**src/rtl/fdivsqrt_iter_ctrl.sv**
```systemverilog
// Sequencing controller for the radix-4 divide/sqrt iteration datapath.
// Issues a one-cycle init pulse, then N iteration enables. It owns the OTFC
// digit-position constant C and presents a Done/Stall handshake downstream.
module fdivsqrt_iter_ctrl #(
  parameter int DIVb = 64,
  parameter int CNTW = 6
) (
  input  logic            clk,
  input  logic            reset,
  input  logic            Start,
  input  logic            SqrtE,
  input  logic            Special,
  input  logic [CNTW-1:0] CycleCnt,
  input  logic            Flush,
  input  logic            Stall,
  output logic            Busy,
  output logic            InitEn,
  output logic            IterEn,
  output logic [DIVb:0]   C,
  output logic            Done,
  output logic            Bypass
);

  typedef enum logic [1:0] {IDLE, BUSY, DONE} state_t;

  // Divide retires one digit above the binary point, sqrt one more.
  localparam logic [DIVb:0]   C_DIV   = {2'b11,  {(DIVb-1){1'b0}}};
  localparam logic [DIVb:0]   C_SQRT  = {3'b111, {(DIVb-2){1'b0}}};
  localparam logic [CNTW-1:0] CNT_ONE = {{(CNTW-1){1'b0}}, 1'b1};

  state_t          state;
  logic [CNTW-1:0] cnt;
  logic            accept;

  // Start is only honoured in IDLE; reset gates it so outputs stay quiet
  // while reset is held even with Start asserted.
  assign accept = (state == IDLE) & Start & ~Flush & ~reset;
  assign Busy   = (state != IDLE);
  assign InitEn = accept & ~Special;
  assign IterEn = (state == BUSY) & ~Flush;
  assign Done   = (state == DONE) & ~Flush;

  // State, iteration counter, OTFC constant and bypass flag.
  always_ff @(posedge clk or posedge reset) begin
    if (reset) begin
      state  <= IDLE;
      cnt    <= '0;
      C      <= '0;
      Bypass <= 1'b0;
    end else if (Flush) begin
      // Abort; C is left as-is, the next accepted op reloads it.
      state  <= IDLE;
      cnt    <= '0;
      Bypass <= 1'b0;
    end else begin
      unique case (state)
        IDLE: begin
          if (accept && Special) begin
            state  <= DONE;
            Bypass <= 1'b1;
          end else if (accept) begin
            state <= BUSY;
            cnt   <= (CycleCnt == '0) ? CNT_ONE : CycleCnt;
            C     <= SqrtE ? C_SQRT : C_DIV;
          end
        end
        BUSY: begin
          // Shift in ones two at a time; saturates at all ones naturally.
          C   <= {2'b11, C[DIVb:2]};
          cnt <= cnt - CNT_ONE;
          if (cnt == CNT_ONE) state <= DONE;
        end
        DONE: begin
          if (!Stall) begin
            state  <= IDLE;
            Bypass <= 1'b0;
          end
        end
        default: state <= IDLE;
      endcase
    end
  end

endmodule

```
**config.mk**
```make
export PLATFORM = sky130hd
export DESIGN_NAME = fdivsqrt_iter_ctrl
export DESIGN_NICKNAME = d
export VERILOG_FILES = /design/src/rtl/fdivsqrt_iter_ctrl.sv
export SDC_FILE = /design/constraint.sdc
export NUM_CORES = 1
export LEC_CHECK = 0
export ABC_AREA = 0
export CORE_UTILIZATION = 50
export DETAILED_ROUTE_END_ITERATION = 10
export GPL_TIMING_DRIVEN = 0
export PLACE_DENSITY = 0.82
export REMOVE_ABC_BUFFERS = 1
export SLEW_MARGIN = 10
export SYNTH_ARGS = -nofsm -noshare
export SYNTH_HDL_FRONTEND = slang
export SYNTH_SLANG_ARGS = --single-unit
```
**constraint.sdc**
```tcl
create_clock -name clk -period 3.3 [get_ports clk]
set_input_delay 0.495 -clock clk [delete_from_list [all_inputs] [get_ports clk]]
set_output_delay 0.495 -clock clk [all_outputs]
set_load 0.03 [all_outputs]
```
==> results of run 1 <==
flip-flops by register name, indices dropped and copies added (netlist names):
signal,cells
C,64
cnt,6
state,2
Bypass,1
cells in the mapped netlist, types with 2 or more instances:
library cell  number
o2bb2ai_1          2
clkbuf_2           2
a211oi_1           3
a21oi_1            8
nor2_1             6
nor2b_1            2
nand2b_1           2
o21ai_0           63
clkbuf_1           8
dfrtp_1           73
nand2_1          133
buf_4              2
o21ai_1            2
buf_2             13
o21bai_1           2
nor3b_1            2
inv_1              4
ha_1               2
logic make-up after synthesis:
logic type / share of synthesized area [%]
simple gates: 20.8
buf+inv: 4.65
flops: 58.0
compound gates: 15.8
fa+ha+maj: 0.794
worst max-delay path: cells and delay by family:
kind,cells,cell delay [ns]
buffers and inverters,2,1.31
AND/OR/NAND/NOR,2,0.45
metal layers:
layer  GRT usage [%]  wire [um]
met5               0          0
met4            7.32         48
met3            6.52        436
met1            28.9       3000
met2            34.3       3040
report_power, final:
part / total, mW / internal, mW / switching (mW)
clock network: 0.769 / 0.446 / 0.324
logic: 0.264 / 0.102 / 0.162
registers: 0.956 / 0.927 / 0.0291
total: 1.99 / 1.47 / 0.515
metrics by stage:
step | power, mW | setup TNS (ns)
6_report | 1.99 | 0
5_1_grt | 2.07 | 0
4_1_cts | 2.01 | 0
3_5_place_dp | 1.24 | 0
3_3_place_gp | 1.22 | -246.09
2_1_floorplan | 1.12 | -84.46
worst max-delay path by stage:
stage | from | endpoint | cells past startpoint
after floorplan | state[0] | C[0] | 4
after global placement | state[0] | C[62] | 4
after detailed placement | Flush | InitEn | 4
after CTS | Flush | InitEn | 4
after global routing | Flush | InitEn | 4
final | Flush | InitEn | 4
final cells by class:
cell class | count | area (um2) | area share, %
clock buffer | 11 | 141 | 3.33
clock inverter | 5 | 78.8 | 1.86
inverter | 4 | 17.5 | 0.413
multi-input combinational | 246 | 1180 | 27.9
sequential | 73 | 1830 | 43.0
tap | 75 | 93.8 | 2.21
timing repair buffer | 86 | 901 | 21.2
==> qor.csv, run 1 <==
stage,metric,value,unit
logic_synthesis,"FF+latch count, synth",73,
global_route,grt ovf,0,
routing,vias per cell,5.02,
cells_and_area,"commonest non-fill, non-tap cell in the layout",nand2_1,
cells_and_area,# diodes,0,
sta,post-route setup slack,0.549,ns
hold_path,hold_sp,C[1],
critical_path,Worst path most repeated cell,clkdlybuf4s50_1,
place,Inst Count DP,484,
floorplanning,Die X,81.4,um
global_route,first-pass GRT wire length,11000,um
routing,number of routed nets with antenna violations,0,
sta,Setup Skew,0.00950,ns
critical_path,Worst Path Max Fanout,10,
clock_network,CTS tree,done,
critical_path,FF-to-FF setup slack,1.03,ns
critical_path,Crit. End Element,output pin,
cells_and_area,Nets,435,
routing,drt pass-1 iters,4,
sta,Worst-Margin Slew,0.861,ns
critical_path,WP data arrival,2.26,ns
logic_synthesis,Post-Syn Area,3150,um2
logic_synthesis,YS warnings,0,
cells_and_area,share of layout cells above drive strength 1,5.65,%
routing,wire per inst,13.0,um
logic_synthesis,leading register cell type out of synthesis,dfrtp_1,
routing,Post-Route WL,6520,um
cells_and_area,Final Instance Count excl. Fillers,500,
critical_path,worst r2r path cells,5,
power_and_ir_drop,Peak VDD IR,0.307,mV
place,dpl hpwl,4380,um
floorplanning,die height,81.4,um
power_and_ir_drop,Pwr Density,469,nW/um2
power_and_ir_drop,leakage,1.74,nW
logic_synthesis,Netlist cell types,38,
floorplanning,die footprint,6620,um2
cells_and_area,"commonest cells after routing, fill and taps aside","133 x nand2_1, 82 x clkdlybuf4s50_1, 73 x dfrtp_1, 63 x o21ai_0, 10 x clkbuf_8",
sta,hold slack final,0.484,ns
hold_path,Worst Hold Class,flip-flop to flip-flop,
critical_path,nature of the critical path startpoint,input port,
logic_synthesis,Synth area leader,dfrtp_1,
logic_synthesis,area fraction of the dominant cell type after synthesis,58.0,%
sta,slew margin rel.,42.5,%
clock_network,clock latency on the worst-skew pair,0.34,ns
routing,DRC viols,0,
sta,fin crit share,83.4,%
global_route,initial antenna violation count,0,
status,run status,finished clean,
cells_and_area,P&R area growth vs syn,34.7,%
clock_network,clock sinks,73,
clock_network,clock buffer count from CTS,9,
routing,number of DRC markers in iteration 0,169,
cells_and_area,Final Util,70.8,%
floorplanning,IO Pins,83,
cells_and_area,Filler cells,474,
clock_network,Resized Gates After CTS,0,
logic_synthesis,mean post-synth cell area,9.03,um2
logic_synthesis,Synth area leaders,"dfrtp_1 58%, nand2_1 16%, o21ai_0 10%, buf_2 2.1%, a21oi_1 1.3%",
clock_network,maximum clock path buffer count,2,
sta,fmax,0.363,GHz
logic_synthesis,register area share after synthesis,58.0,%
global_route,vias in the first global route,2339,
critical_path,CP max stage delay,0.71,ns
clock_network,H-tree Lvls,3,
critical_path,RR Endpoint,C[9],
place,Place WS,0.548,ns
place,placed cell area,4020,um2
critical_path,required time worst endpoint,2.80,ns
place,port bufs,82,
clock_network,root buffer cell,clkbuf_8,
global_route,largest net degree at the start of global routing,47,
sta,Tmin final,2.75,ns
sta,RSZ-0062 raised after global routing,false,
floorplanning,Site Rows,28,
logic_synthesis,number of synthesized flops with an enable pin,0,
logic_synthesis,asr flop ratio synth,100,%
hold_path,hold path depth,2,
clock_network,Post-CTS Setup Inserts,0,
clock_network,clock-pin slew on the worst setup and hold paths,0.07,ns
logic_synthesis,Syn Inst Count,349,
floorplanning,Core Box Area,5990,um2
critical_path,Crit Path Class,input port to output pin,
floorplanning,starting density of the core,52.6,%
critical_path,crit-path cells,"clkdlybuf4s50_1, nor2_1, nor4bb_1, clkdlybuf4s50_1",
place,gp weighted congestion,0.899,
sta,count of pins over their slew limit,0,
sta,Final Hold Viols,0,
critical_path,"Slowest-stage cell, CP",clkdlybuf4s50_1,
critical_path,FF-to-FF Start,state[0],
hold_path,Min-Delay Endpoint,C[1],
cells_and_area,final instance area,4240,um2
flow_run,max-cap violation count,0,
global_route,GRT Resource Usage Total,21.9,%
sta,setup violation total in the final timing report,0,
routing,via count,2512,
clock_network,"Hold-fix buffers, CTS",0,
Note: power is estimated with default switching activity, not from simulation.
==> run 2: changes to the inputs <==
--- a/config.mk
+++ b/config.mk
@@ -6,10 +6,10 @@
 export NUM_CORES = 1
 export LEC_CHECK = 0
 export ABC_AREA = 0
-export CORE_UTILIZATION = 50
+export CORE_UTILIZATION = 44
 export DETAILED_ROUTE_END_ITERATION = 10
 export GPL_TIMING_DRIVEN = 0
-export PLACE_DENSITY = 0.82
+export PLACE_DENSITY = 0.76
 export REMOVE_ABC_BUFFERS = 1
 export SLEW_MARGIN = 10
 export SYNTH_ARGS = -nofsm -noshare
==> constraint.sdc (replaced) <==
create_clock -name clk -period 2.4 [get_ports clk]
set_input_delay 0.36 -clock clk [delete_from_list [all_inputs] [get_ports clk]]
set_output_delay 0.36 -clock clk [all_outputs]
set_load 0.03 [all_outputs]
==> run 2 against run 1 <==
Compared with the run above:
- first-iteration DRC count is 27% lower
- final cell count is 4.6% higher
- sequential share of layout area is 0.74 points lower
- clock-buffer cell count stayed put
- total power is 39% higher
- sequential cell count stayed put
- non-clock buffer count is 1 higher
- via count is 2.5% higher
- setup slack worse by 0.36 ns
- sequential power is 38% higher
- largest power group unchanged
==> qor.csv, run 2 (same netlist as run 1, synthesis figures left out) <==
stage,metric,value,unit,change
cells_and_area,Filler cells,577,,+22%
cells_and_area,Multi-input gate area,1190,um2,+0.74%
routing,number of DRC markers in iteration 0,124,,-27%
sta,fin crit share,92.0,%,
sta,setup violation total in the final timing report,0,,unchanged
critical_path,required time worst endpoint,2.04,ns,-0.76 ns
routing,number of routed nets with antenna violations,0,,unchanged
power_and_ir_drop,Flop pwr share,47.7,%,-0.4 points
routing,vias per cell,4.92,,-2.0%
sta,post-route setup TNS,0,ns,unchanged
flow_run,max-cap violation count,0,,unchanged
floorplanning,die height,86.6,um,+6.4%
critical_path,worst path bufs/invs,2,,unchanged
place,gp weighted congestion,0.870,,-3.2%
floorplanning,Core Box Area,6870,um2,+15%
clock_network,clock-pin slew on the worst setup and hold paths,0.08,ns,about the same
clock_network,clock buffer count from CTS,9,,unchanged
clock_network,root buffer cell,clkbuf_8,,
power_and_ir_drop,switching share of power,26.2,%,+0.35 points
sta,count of pins over their slew limit,0,,unchanged
cells_and_area,Top reg by flops,C,,
global_route,vias in the first global route,2463,,+5.3%
routing,via count,2574,,+2.5%
clock_network,clock sinks,73,,unchanged
cells_and_area,top flop regs,"C: 64 flops, cnt: 6 flops, state: 2 flops",,
critical_path,CP top delay family,buffers and inverters,,
power_and_ir_drop,Pwr Density,639,nW/um2,+36%
global_route,largest net degree at the start of global routing,44,,-6.4%
cells_and_area,P&R area growth vs syn,37.1,%,
cells_and_area,# diodes,0,,unchanged
critical_path,Worst Setup SP,Flush,,
status,run status,finished clean,,
sta,Worst-Margin Slew,0.661,ns,-0.199 ns
floorplanning,IO Pins,83,,unchanged
critical_path,"Slowest-stage cell, CP",clkdlybuf4s50_1,,
sta,fmax,0.453,GHz,
place,dpl hpwl,4450,um,+1.6%
global_route,initial antenna violation count,0,,unchanged
critical_path,Crit Path Class,input port to output pin,,
floorplanning,Die X,86.6,um,+6.4%
hold_path,Worst Hold Class,input port to async pin,,
power_and_ir_drop,Logic pwr share,13.5,%,+0.2 points
cells_and_area,Final Instance Count excl. Fillers,523,,+4.6%
global_route,grt ovf,0,,unchanged
cells_and_area,register area,1830,um2,unchanged
clock_network,"Hold-fix buffers, CTS",0,,unchanged
sta,Tmin final,2.21,ns,
floorplanning,starting density of the core,45.9,%,-6.7 points
critical_path,crit-path cells,"clkdlybuf4s50_1, nor2_1, nor4bb_1, dlygate4sd2_1",,
power_and_ir_drop,Sw Pwr,723,uW,+40%
routing,drt pass-1 iters,4,,unchanged
power_and_ir_drop,Peak VDD IR,0.351,mV,+15%
sta,Final Hold Viols,0,,unchanged
critical_path,nature of the critical path startpoint,input port,,
global_route,GRT Resource Usage Total,19.7,%,-2.1 points
critical_path,CP max stage delay,0.60,ns,-0.11 ns
routing,Post-Route WL,6750,um,+3.4%
critical_path,WP data arrival,1.85,ns,-0.41 ns
global_route,first-pass GRT wire length,11400,um,+4.4%
power_and_ir_drop,leakage,1.78,nW,+2.2%
cells_and_area,share of layout cells above drive strength 1,6.09,%,+0.44 points
clock_network,CTS tree,done,,
routing,DRC viols,0,,unchanged
sta,Setup Skew,0.0116,ns,+0.00207 ns
floorplanning,Site Rows,30,,+7.1%
critical_path,Crit. End Element,output pin,,
routing,wire per inst,12.9,um,-1.2%
place,port bufs,82,,unchanged
critical_path,FF-to-FF Start,state[0],,
power_and_ir_drop,Clock power frac,38.8,%,about the same
cells_and_area,"commonest cells after routing, fill and taps aside","133 x nand2_1, 79 x clkdlybuf4s50_1, 73 x dfrtp_1, 63 x o21ai_0, 10 x clkbuf_8",,
clock_network,H-tree Lvls,3,,unchanged
floorplanning,die footprint,7500,um2,+13%
sta,slew margin rel.,55.7,%,+13 points
sta,RSZ-0062 raised after global routing,false,,
place,Inst Count DP,506,,+4.5%
critical_path,Worst Path Max Fanout,10,,unchanged
clock_network,maximum clock path buffer count,2,,unchanged
cells_and_area,"commonest non-fill, non-tap cell in the layout",nand2_1,,
clock_network,clock latency on the worst-skew pair,0.34,ns,about the same
cells_and_area,Nets,437,,+0.46%
cells_and_area,max FFs per register,64,,unchanged
power_and_ir_drop,Cell Int Power,2.03,mW,+38%
## run 2: final timing paths
path	end	slack [ns]	depth (start not counted)
worst max-delay path	InitEn	0.19	4
worst min-delay path	C[16]	0.49	2
worst max register to register	C[28]	0.23	6
worst min register to register	C[1]	0.49	2
max in group asynchronous	C[36]	1.35	3
min in group clk	C[1]	0.49	2
## run 2: worst reg2reg max path, cell delays in order (launching register included)
cell and delay [ns]:
dfrtp_1 0.58, nor2b_4 0.55, o21bai_4 0.32, buf_16 0.26, buf_16 0.18, nand2_1 0.09
o21ai_0 0.08
## run 2: power groups by stage
stage          logic [mW]  registers [mW]  clock network [mW]
3_5_place_dp        0.376            1.34                   0
2_1_floorplan       0.133            1.41                   0
6_report            0.372            1.32                1.07
5_1_grt             0.408            1.32                1.14
4_1_cts             0.377            1.32                1.08
3_3_place_gp        0.344            1.34                   0
## run 2: final cells by class
class,count,area share [%]
Tap cell,96,2.78
Timing Repair Buffer,87,21.8
Sequential cell,73,42.3
Clock buffer,11,3.27
Clock inverter,5,1.83
Multi-Input combinational cell,247,27.6
Inverter,4,0.406
## run 2: per-stage QoR
stage          util, %  hold WS (ns)  worst slack [ns]  instance area, um2  total power [mW]
6_report          62.9         0.487             0.193                4320              2.76
5_1_grt           62.9         0.529            0.0279                4320              2.87
4_1_cts           62.9         0.496             0.186                4320              2.78
3_5_place_dp      59.6         0.480            -0.104                4090              1.71
3_3_place_gp      57.7         0.461             -4.42                3960              1.68
2_1_floorplan        -         0.423             -2.15                3020              1.54
## run 2: routing by layer
metal / vias to the layer above / part of all wire (%) / GRT usage, %
met2: 82 / 45 / 30.9
met1: 1184 / 45 / 25.6
met4: 0 / 1.6 / 8.18
li1: 1296 / - / -
met5: - / 0 / 0
met3: 12 / 7.9 / 6.00
## run 2: repair_timing
| action | CTS | global route |
|---|---|---|
| endpoints found under the setup margin | 24 | 0 |
| gates resized for setup | 3 | 0 |
| setup buffers | 0 | 0 |
==> run 3: changes to the inputs <==
--- a/config.mk
+++ b/config.mk
@@ -6,10 +6,9 @@
 export NUM_CORES = 1
 export LEC_CHECK = 0
 export ABC_AREA = 0
-export CORE_UTILIZATION = 44
+export CORE_UTILIZATION = 30
 export DETAILED_ROUTE_END_ITERATION = 10
 export GPL_TIMING_DRIVEN = 0
-export PLACE_DENSITY = 0.76
 export REMOVE_ABC_BUFFERS = 1
 export SLEW_MARGIN = 10
 export SYNTH_ARGS = -nofsm -noshare
==> run 3 against run 2 <==
Compared with the run above:
- the run now ends with DRC left
- sequential power about the same
- hold slack hardly changed
- fmax fell by 0.29%
- setup slack worse by 0.0063 ns
- combinational power is essentially flat
- clock-buffer cell count did not move
- highest routed layer unchanged
==> qor.csv, run 3 (same netlist as run 1, synthesis figures left out) <==
stage,metric,value,unit,change
sta,fin crit share,92.2,%,+0.26 points
clock_network,clock buffer count from CTS,9,,unchanged
power_and_ir_drop,leakage,1.79,nW,+0.35%
cells_and_area,final instance area,4380,um2,+1.5%
global_route,largest net degree at the start of global routing,45,,+2.3%
sta,RSZ-0062 raised after global routing,false,,
routing,via count,2587,,+0.51%
cells_and_area,register area,1830,um2,unchanged
global_route,initial antenna violation count,0,,unchanged
hold_path,Worst Hold Class,flip-flop to flip-flop,,
power_and_ir_drop,Flop pwr share,46.1,%,-1.6 points
power_and_ir_drop,Sw Pwr,737,uW,+2.0%
sta,Worst-Margin Slew,0.807,ns,+0.145 ns
sta,post-route setup TNS,0,ns,unchanged
floorplanning,Die X,104,um,+21%
place,Place WS,-0.178,ns,-0.0740 ns
cells_and_area,# diodes,0,,unchanged
clock_network,clock latency on the worst-skew pair,0.34,ns,about the same
place,placed cell area,4140,um2,+1.0%
routing,wire per inst,12.6,um,-2.3%
sta,setup violation total in the final timing report,0,,unchanged
power_and_ir_drop,total design power,2.85,mW,+3.4%
routing,number of DRC markers in iteration 0,93,,-25%
floorplanning,Core Box Area,10200,um2,+49%
sta,hold slack final,0.487,ns,+0.000458 ns
cells_and_area,Filler cells,1027,,+78%
cells_and_area,Nets,438,,+0.23%
sta,post-route setup slack,0.186,ns,-0.00633 ns
power_and_ir_drop,Logic pwr share,13.1,%,-0.4 points
sta,Final Hold Viols,0,,unchanged
floorplanning,Site Rows,37,,+23%
critical_path,Crit Path Class,flip-flop to output pin,,
global_route,grt ovf,0,,unchanged
global_route,first-pass GRT wire length,12100,um,+6.2%
cells_and_area,"commonest cells after routing, fill and taps aside","133 x nand2_1, 79 x clkdlybuf4s50_1, 73 x dfrtp_1, 63 x o21ai_0, 9 x clkbuf_8",,
critical_path,crit-path cells,"or2_2, clkdlybuf4s50_1",,
routing,DRC viols,2,,+2
cells_and_area,max FFs per register,64,,unchanged
cells_and_area,top flop regs,"C: 64 flops, cnt: 6 flops, state: 2 flops",,
place,dpl hpwl,4540,um,+1.9%
flow_run,max-cap violation count,0,,unchanged
cells_and_area,P&R area growth vs syn,39.1,%,
sta,Setup Skew,0.0117,ns,+0.0000893 ns
cells_and_area,Final Instance Count excl. Fillers,564,,+7.8%
routing,drt pass-1 iters,7,,+3
sta,fmax,0.452,GHz,-0.29%
critical_path,nature of the critical path startpoint,flip-flop,,
critical_path,Worst Setup SP,state[1],,
power_and_ir_drop,Pwr Density,651,nW/um2,+1.9%
power_and_ir_drop,switching share of power,25.9,%,-0.36 points
place,Inst Count DP,546,,+7.9%
global_route,vias in the first global route,2445,,-0.73%
clock_network,CTS tree,done,,
place,port bufs,82,,unchanged
sta,slew margin rel.,46.0,%,-9.7 points
critical_path,Worst Path Max Fanout,9,,-1
clock_network,clock sinks,73,,unchanged
power_and_ir_drop,Cell Int Power,2.11,mW,+3.9%
routing,vias per cell,4.59,,-6.8%
critical_path,Crit. End Element,output pin,,
floorplanning,die height,104,um,+21%
critical_path,"Slowest-stage cell, CP",clkdlybuf4s50_1,,
critical_path,WP data arrival,1.85,ns,about the same
floorplanning,IO Pins,83,,unchanged
sta,Tmin final,2.21,ns,+0.00633 ns
global_route,GRT Resource Usage Total,13.9,%,-5.9 points
place,gp weighted congestion,0.757,,-13%
sta,count of pins over their slew limit,0,,unchanged
clock_network,root buffer cell,clkbuf_8,,
clock_network,clock-pin slew on the worst setup and hold paths,0.09,ns,about the same
routing,Post-Route WL,7100,um,+5.3%
power_and_ir_drop,Clock power frac,40.8,%,+2.0 points
floorplanning,starting density of the core,30.8,%,-15 points
hold_path,hold_sp,C[1],,
clock_network,H-tree Lvls,3,,unchanged
cells_and_area,Multi-input gate area,1190,um2,unchanged
status,run status,finished with violations,,
clock_network,"Hold-fix buffers, CTS",0,,unchanged
cells_and_area,"commonest non-fill, non-tap cell in the layout",nand2_1,,
routing,number of routed nets with antenna violations,0,,unchanged
status,failing checks,DRC,,
power_and_ir_drop,Peak VDD IR,0.325,mV,-7.6%
cells_and_area,Final Util,42.8,%,-20 points
critical_path,CP max stage delay,0.59,ns,about the same
cells_and_area,Top reg by flops,C,,
critical_path,required time worst endpoint,2.04,ns,about the same
clock_network,maximum clock path buffer count,2,,unchanged
floorplanning,die footprint,10900,um2,+45%
cells_and_area,share of layout cells above drive strength 1,6.07,%,-0.014 points
critical_path,FF-to-FF Start,state[1],,
run 3: changes by cell type in the layout (fill, tap and decap cells not counted):
cell       previous run  this run
clkbuf_1              1         2
buf_12                2         3
clkinv_2              2         1
clkbuf_8             10         9
buf_16                3         2
bufinv_16             2         3
buf_4                 0         1
run 3: critical path: cells and delay by family (launching register included):
| family | cells | cell delay [ns] |
|---|---|---|
| buffers and inverters | 1 | 0.59 |
| flip-flops | 1 | 0.56 |
| AND/OR/NAND/NOR | 1 | 0.37 |
run 3: worst paths after layout:
check                           endpoint  slack, ns  cells past startpoint
worst max-delay path                Busy       0.19                      2
worst min-delay path                C[1]       0.49                      2
worst max register to register      C[0]       0.26                      6
worst min register to register      C[1]       0.49                      2
max in group asynchronous           C[6]       1.31                      3
min in group asynchronous       state[1]       0.52                      2
run 3: cell type report:
cell class / instances / area share, %
clock buffers: 11 / 3.00
repair buffers: 88 / 21.4
well taps: 136 / 3.88
flip-flops and latches: 73 / 41.7
multi-input cells: 247 / 27.2
inverters: 4 / 0.400
clock inverters: 5 / 2.37
run 3: metal layers:
layer,part of all wire [%],vias up,track usage (%)
met2,46,56,21.8
met1,48,1225,18.3
met4,1.1,0,5.20
met5,0,-,0
li1,-,1298,-
met3,4.9,8,3.70
run 3: power groups by stage:
stage | Sequential (mW) | Clock [mW] | Combinational [mW]
finish | 1.32 | 1.16 | 0.372
global route | 1.32 | 1.25 | 0.408
CTS | 1.32 | 1.20 | 0.379
detailed placement | 1.34 | 0 | 0.376
global placement | 1.34 | 0 | 0.347
floorplan | 1.41 | 0 | 0.133
run 3: repair_timing:
action                                  4_1_cts  5_1_grt
endpoints found under the hold margin         0        0
buffers inserted                              1        0
endpoints found under the setup margin       39        0
resized for setup                             3        0
